**config.mk**
```make
export PLATFORM = sky130hd
export DESIGN_NAME = mhd_check_ctrl
export DESIGN_NICKNAME = d
export VERILOG_FILES = /design/src/rtl/mhd_pkg.sv /design/src/rtl/mhd_popcount.sv /design/src/rtl/mhd_check_ctrl.sv
export SDC_FILE = /design/constraint.sdc
export NUM_CORES = 1
export LEC_CHECK = 0
export ABC_CLOCK_PERIOD_IN_PS = 5200
export CORE_MARGIN = 4
export CORE_UTILIZATION = 25
export CTS_CLUSTER_DIAMETER = 50
export DETAILED_ROUTE_END_ITERATION = 7
export PLACE_DENSITY = 0.53
export RECOVER_POWER = 25
export SYNTH_ARGS = -nofsm -noshare
export SYNTH_HDL_FRONTEND = slang
export SYNTH_SLANG_ARGS = --single-unit
```
**constraint.sdc**
```tcl
create_clock -name clk -period 5.2 [get_ports clk]
set_clock_uncertainty 0.1 [all_clocks]
set_input_delay 0.78 -clock clk [delete_from_list [all_inputs] [get_ports clk]]
set_output_delay 0.78 -clock clk [all_outputs]
set_load 0.05 [all_outputs]
```
**src/rtl/mhd_pkg.sv**
```systemverilog
// Shared types and helpers for the Hamming-distance checker.
// Holds the controller FSM state encoding and the distance-width helper.
// No logic; imported by the checker top and its popcount sub-module.
package mhd_pkg;

   typedef enum logic [1:0] {
      ST_IDLE = 2'd0,
      ST_RUN  = 2'd1,
      ST_DONE = 2'd2
   } state_t;

   // Bits needed to hold a distance in the range 0..width inclusive.
   function automatic int hd_width(input int width);
      return $clog2(width + 1);
   endfunction

endpackage

```
**src/rtl/mhd_popcount.sv**
```systemverilog
// Combinational population count of a WIDTH-bit vector.
// Latency: 0 cycles (pure combinational).
// Backpressure: none; the caller registers the input vector.
//   i_vec : vector whose set bits are counted
//   o_cnt : number of set bits, HD_W bits wide
module mhd_popcount #(
   parameter int WIDTH = 16,
   parameter int HD_W  = 5
) (
   input  logic [WIDTH-1:0] i_vec,
   output logic [HD_W-1:0]  o_cnt
);

   always_comb begin
      o_cnt = '0;
      for (int i = 0; i < WIDTH; i++) begin
         o_cnt = o_cnt + HD_W'(i_vec[i]);
      end
   end

endmodule

```
**src/rtl/mhd_check_ctrl.sv**
```systemverilog
// Compares exact/approximate vector pairs, flags pairs whose Hamming distance exceeds MHD.
// Latency: results update 2 cycles after a transfer (S1 register, then evaluation edge).
// Backpressure: in_ready drops when the run quota is met or, with stop_on_fail, a failing pair sits in S1.
//   Ports: clk, rst (sync, active-high); start/num_vec/stop_on_fail run control;
//   in_valid/in_ready/a/b pair stream; busy/done status; fail, max_hd, fail_cnt,
//   eval_cnt, first_fail_idx results (held in DONE until the next start).
module mhd_check_ctrl
   import mhd_pkg::*;
#(
   parameter int WIDTH = 16,
   parameter int MHD   = 6,
   parameter int CNT_W = 16,
   localparam int HD_W = hd_width(WIDTH)
) (
   input  logic             clk,
   input  logic             rst,
   input  logic             start,
   input  logic [CNT_W-1:0] num_vec,
   input  logic             stop_on_fail,
   input  logic             in_valid,
   output logic             in_ready,
   input  logic [WIDTH-1:0] a,
   input  logic [WIDTH-1:0] b,
   output logic             busy,
   output logic             done,
   output logic             fail,
   output logic [HD_W-1:0]  max_hd,
   output logic [CNT_W-1:0] fail_cnt,
   output logic [CNT_W-1:0] eval_cnt,
   output logic [CNT_W-1:0] first_fail_idx
);

   state_t             r_state;
   state_t             w_state_nxt;

   logic [CNT_W-1:0]   r_num_vec;
   logic               r_stop;
   logic [CNT_W-1:0]   r_acc_cnt;
   logic               r_s1_vld;
   logic [WIDTH-1:0]   r_s1_diff;

   logic [CNT_W-1:0]   r_eval_cnt;
   logic [CNT_W-1:0]   r_fail_cnt;
   logic               r_fail;
   logic [HD_W-1:0]    r_max_hd;
   logic [CNT_W-1:0]   r_first_fail_idx;

   logic [HD_W-1:0]    w_hd;
   logic               w_hd_fail;
   logic               w_in_ready;
   logic               w_xfer;
   logic               w_eval;
   logic               w_start_ok;
   logic [CNT_W-1:0]   w_eval_cnt_nxt;
   logic               w_fail_nxt;
   logic               w_drain;

   mhd_popcount #(
      .WIDTH (WIDTH),
      .HD_W  (HD_W)
   ) u_popcount (
      .i_vec (r_s1_diff),
      .o_cnt (w_hd)
   );

   // S1 only ever holds a pair while in RUN, so every valid S1 entry is
   // evaluated in the cycle after its transfer.
   assign w_eval     = (r_state == ST_RUN) && r_s1_vld;
   assign w_hd_fail  = w_eval && (int'(w_hd) > MHD);
   assign w_in_ready = (r_state == ST_RUN) && (r_acc_cnt < r_num_vec)
                       && !(r_stop && w_hd_fail);
   assign w_xfer     = in_valid && w_in_ready;
   assign w_start_ok = start && ((r_state == ST_IDLE) || (r_state == ST_DONE));

   // Post-update views used to leave RUN in the same edge as the last evaluation.
   assign w_eval_cnt_nxt = r_eval_cnt + CNT_W'(w_eval);
   assign w_fail_nxt     = r_fail || w_hd_fail;
   assign w_drain        = (w_eval_cnt_nxt == r_num_vec) || (r_stop && w_fail_nxt);

   always_comb begin
      w_state_nxt = r_state;
      case (r_state)
         ST_IDLE: if (start)   w_state_nxt = ST_RUN;
         ST_RUN:  if (w_drain) w_state_nxt = ST_DONE;
         ST_DONE: if (start)   w_state_nxt = ST_RUN;
         default:              w_state_nxt = ST_IDLE;
      endcase
   end

   always_ff @(posedge clk) begin
      if (rst) begin
         r_state <= ST_IDLE;
      end else begin
         r_state <= w_state_nxt;
      end
   end

   always_ff @(posedge clk) begin
      if (rst) begin
         r_num_vec        <= '0;
         r_stop           <= 1'b0;
         r_acc_cnt        <= '0;
         r_s1_vld         <= 1'b0;
         r_s1_diff        <= '0;
         r_eval_cnt       <= '0;
         r_fail_cnt       <= '0;
         r_fail           <= 1'b0;
         r_max_hd         <= '0;
         r_first_fail_idx <= '0;
      end else if (w_start_ok) begin
         r_num_vec        <= num_vec;
         r_stop           <= stop_on_fail;
         r_acc_cnt        <= '0;
         r_s1_vld         <= 1'b0;
         r_eval_cnt       <= '0;
         r_fail_cnt       <= '0;
         r_fail           <= 1'b0;
         r_max_hd         <= '0;
         r_first_fail_idx <= '0;
      end else if (r_state == ST_RUN) begin
         r_s1_vld <= w_xfer;
         if (w_xfer) begin
            r_s1_diff <= a ^ b;
            r_acc_cnt <= r_acc_cnt + 1'b1;
         end
         if (w_eval) begin
            r_eval_cnt <= w_eval_cnt_nxt;
            if (w_hd > r_max_hd) begin
               r_max_hd <= w_hd;
            end
            if (w_hd_fail) begin
               r_fail_cnt <= r_fail_cnt + 1'b1;
               r_fail     <= 1'b1;
               if (!r_fail) begin
                  r_first_fail_idx <= r_eval_cnt;
               end
            end
         end
      end
   end

   // Status outputs are masked by rst so they read low during the reset cycle itself.
   assign in_ready       = w_in_ready && !rst;
   assign busy           = (r_state == ST_RUN) && !rst;
   assign done           = (r_state == ST_DONE) && !rst;
   assign fail           = r_fail;
   assign max_hd         = r_max_hd;
   assign fail_cnt       = r_fail_cnt;
   assign eval_cnt       = r_eval_cnt;
   assign first_fail_idx = r_first_fail_idx;

endmodule

```
==> flow_summary.yaml <==
clock_tree:
  cts_hold_buf: 0
  cts_buffer_depth: 2
  cts_tree: "yes"
  clkLatencyLatePin_ns: 0.36
  clk_transition_reported_paths_ns: 0.08
  cts_buffers: 9
  cts_root_buf: "clkbuf_16"
  htree_num_levels: 3
  cts.sink_count: 106
worst_hold_path:
  hold_class: "reg2reg"
drt:
  wl_per_cell_um: 14.1
  via_count: 5115
  vias_per_cell: 4.54
  wirelength_um: 15900
  postRouteAntennaNets: 0
  route.detailed.drc: 0
  drt_iter0_drc: 254
  dr.pass1.iters: 4
synth:
  synth.avg_cell_area_um2: 8.33
  synth_seq_area_share_pct: 36.3
  async_reset_ff_share_pct: 0
  yosysTopAreaCellShare_pct: 36.3
  synth_seq_cells: 106
  synth_top_cell_by_area: "dfxtp_1"
  syn_area_um2: 5850
  ys_types: 56
  ys_warn_count: 0
  synth-edff-count: 0
  synth_cells: 702
  synth_most_common_cell: "dfxtp_1"
  synth_flop_cell: "dfxtp_1"
  syn_nets: 794
  synth_area_leaders: "dfxtp_1 (36%), ha_1 (6.2%), xnor2_1 (5.4%), nand2_1 (4.6%), a21oi_1 (4.2%)"
  synth_common_cells: "dfxtp_1 (106), nand2_1 (72), nor2_1 (65), inv_1 (53), a21oi_1 (49)"
cells_and_area:
  fill_cells: 2442
  area_delta_synth_final_pct: 36.6
  seqCellArea_um2: 2120
  multi_input_area_um2: 3580
  num-nets-final: 901
  drive_gt1_share_pct: 11.7
  diodes: 0
  final_cell_count_no_fill: 1127
power:
  power_density_nw_per_um2: 259
  irDropWorstVdd_uv: 139
  p_leak_uw: 0.00272
global_routing:
  grt_start_max_net_pins: 39
  grt_pass1_wl_um: 25000
  antenna_found_initial: 0
  overflow: 0
  grt.total_usage_pct: 11.9
  first_global_vias: 4775
place:
  place_congestion: 0.787
  io_buffers: 109
  dp_cells: 1098
  hpwl_um: 11500
timing:
  worst_pin_slew_ns: 0.945
  min_period_over_period_pct: 108
  rsz0062_at_grt: "yes"
  finalSetupViolCount: 2
  tns_ns: -0.424
  slew_headroom_pct: 37.0
  fmax_ghz: 0.178
  hold_viol_final: 0
  layout_setup_ws_ns: -0.419
  drv_slew: 0
  period_needed_ns: 5.62
critical_path:
  worstPathArrival_ns: 4.74
  critPathMaxStageDelay_ns: 0.54
  critical_path_class: "reg2out"
  cp_common_cell: "fa_1"
  crit_path_end_kind: "output port"
  cp-start-kind: "register"
  cp.required_ns: 4.32
  crit_fanout: 4
  worstPathCellList: "ha_4 > inv_2 > fa_1 > fa_1 > fa_1 > fa_1 > fa_2 > fa_2 > nand2b_4 > a21boi_2 > a21oi_2 > o21a_2 > o311ai_4 > nor2_4 > buf_6"
  crit_slowest_cell: "fa_1"
die:
  die_x_um: 161
  die-height_um: 161
  design.core.area_um2: 22800
  fp.dieArea_um2: 25900
  num_rows: 55
  ios: 110
  start_util_pct: 25.6
status:
  outcome: "complete, but fails checks"
  violations: "setup timing"
flow_run:
  maxCapViolCount: 0
==> timing repair <==
item,in CTS,in global routing
buffers inserted,0,9
endpoints found under the setup margin,22,34
gates resized for setup,5,45
cloned,0,4
pin swaps,2,32
==> area by class of cell <==
type | count | area share, %
clock inverters | 6 | 0.626
flip-flops and latches | 106 | 26.6
well taps | 313 | 4.90
multi-input cells | 501 | 44.8
repair buffers | 137 | 17.6
inverters | 54 | 2.57
clock buffers | 10 | 2.87
==> worst max-delay path: cells and delay by family (launching register included) <==
family / cells / cell delay (ns)
buffers and inverters: 2 / 0.19
flip-flops: 1 / 0.34
adder cells (fa/ha/maj): 7 / 2.91
AND/OR/NAND/NOR: 2 / 0.23
AO/OA/AOI/OAI: 4 / 0.72
==> final timing paths <==
check                                                from                     end  slack, ns  cells past startpoint
worst min-delay path                  r_stop$_SDFFE_PP0P_     r_stop$_SDFFE_PP0P_       0.37                      2
worst max register to register  r_s1_diff[1]$_SDFFE_PP0P_  max_hd[4]$_SDFFE_PP0P_      -0.01                     19
worst min register to register        r_stop$_SDFFE_PP0P_     r_stop$_SDFFE_PP0P_       0.37                      2
worst max-delay path            r_s1_diff[1]$_SDFFE_PP0P_                in_ready      -0.42                     15
==> layout by cell type, fill, tap and decap left out, drive strengths merged, types with 25 or more instances in the layout <==
cell	instances
dfxtp	106
clkdlybuf4s50	87
nand2	72
nor2	65
inv	55
a21oi	49
xnor2	36
ha	29
nor3	27
xor2	25
buf	25
==> cells by family (layout without fill, tap and decap cells) <==
| kind of cell | after synthesis | count (layout) | share of synthesized area (%) |
|---|---|---|---|
| buf+inv | 95 | 207 | 6.33 |
| xor+xnor | 61 | 61 | 9.14 |
| simple gates | 258 | 258 | 21.3 |
| flops | 106 | 106 | 36.3 |
| mux | 21 | 21 | 3.59 |
| fa+ha+maj | 39 | 39 | 9.63 |
| compound gates | 122 | 122 | 13.7 |
==> flip-flops by register name, summed over array words and instances (netlist names) <==
register and cells:
r_state 2, eval_cnt 16, r_s1_vld 1, fail_cnt 16, max_hd 5, r_stop 1, r_s1_diff 16, fail 1
r_num_vec 16, first_fail_idx 16, r_acc_cnt 16
==> metrics by stage <==
| stage | total power (µW) | instance area (µm²) | utilization, % | worst slack, ns | hold slack [ns] |
|---|---|---|---|---|---|
| floorplan | 1140 | 5880 | - | -0.158 | 0.336 |
| global placement | 1270 | 7340 | 32.1 | -0.0810 | 0.344 |
| detailed placement | 1270 | 7340 | 32.1 | -0.102 | 0.355 |
| CTS | 1960 | 7650 | 33.5 | -0.466 | 0.370 |
| global route | 2180 | 7990 | 35.0 | -0.612 | 0.399 |
| finish | 2070 | 7990 | 35.0 | -0.419 | 0.369 |
==> per-layer routing <==
layer | vias up | global-route usage (%) | wire (µm)
li1 | 2652 | - | -
met1 | 2340 | 15.8 | 7460
met2 | 111 | 19.4 | 7410
met3 | 12 | 2.80 | 803
met4 | 0 | 3.10 | 189
met5 | - | 0 | 0
==> report_power, final <==
| part | switching [µW] | internal (µW) | total (µW) |
|---|---|---|---|
| Sequential | 16.1 | 832 | 848 |
| Combinational | 272 | 287 | 559 |
| Clock | 329 | 332 | 661 |
Note: power is estimated with default switching activity, not from simulation.
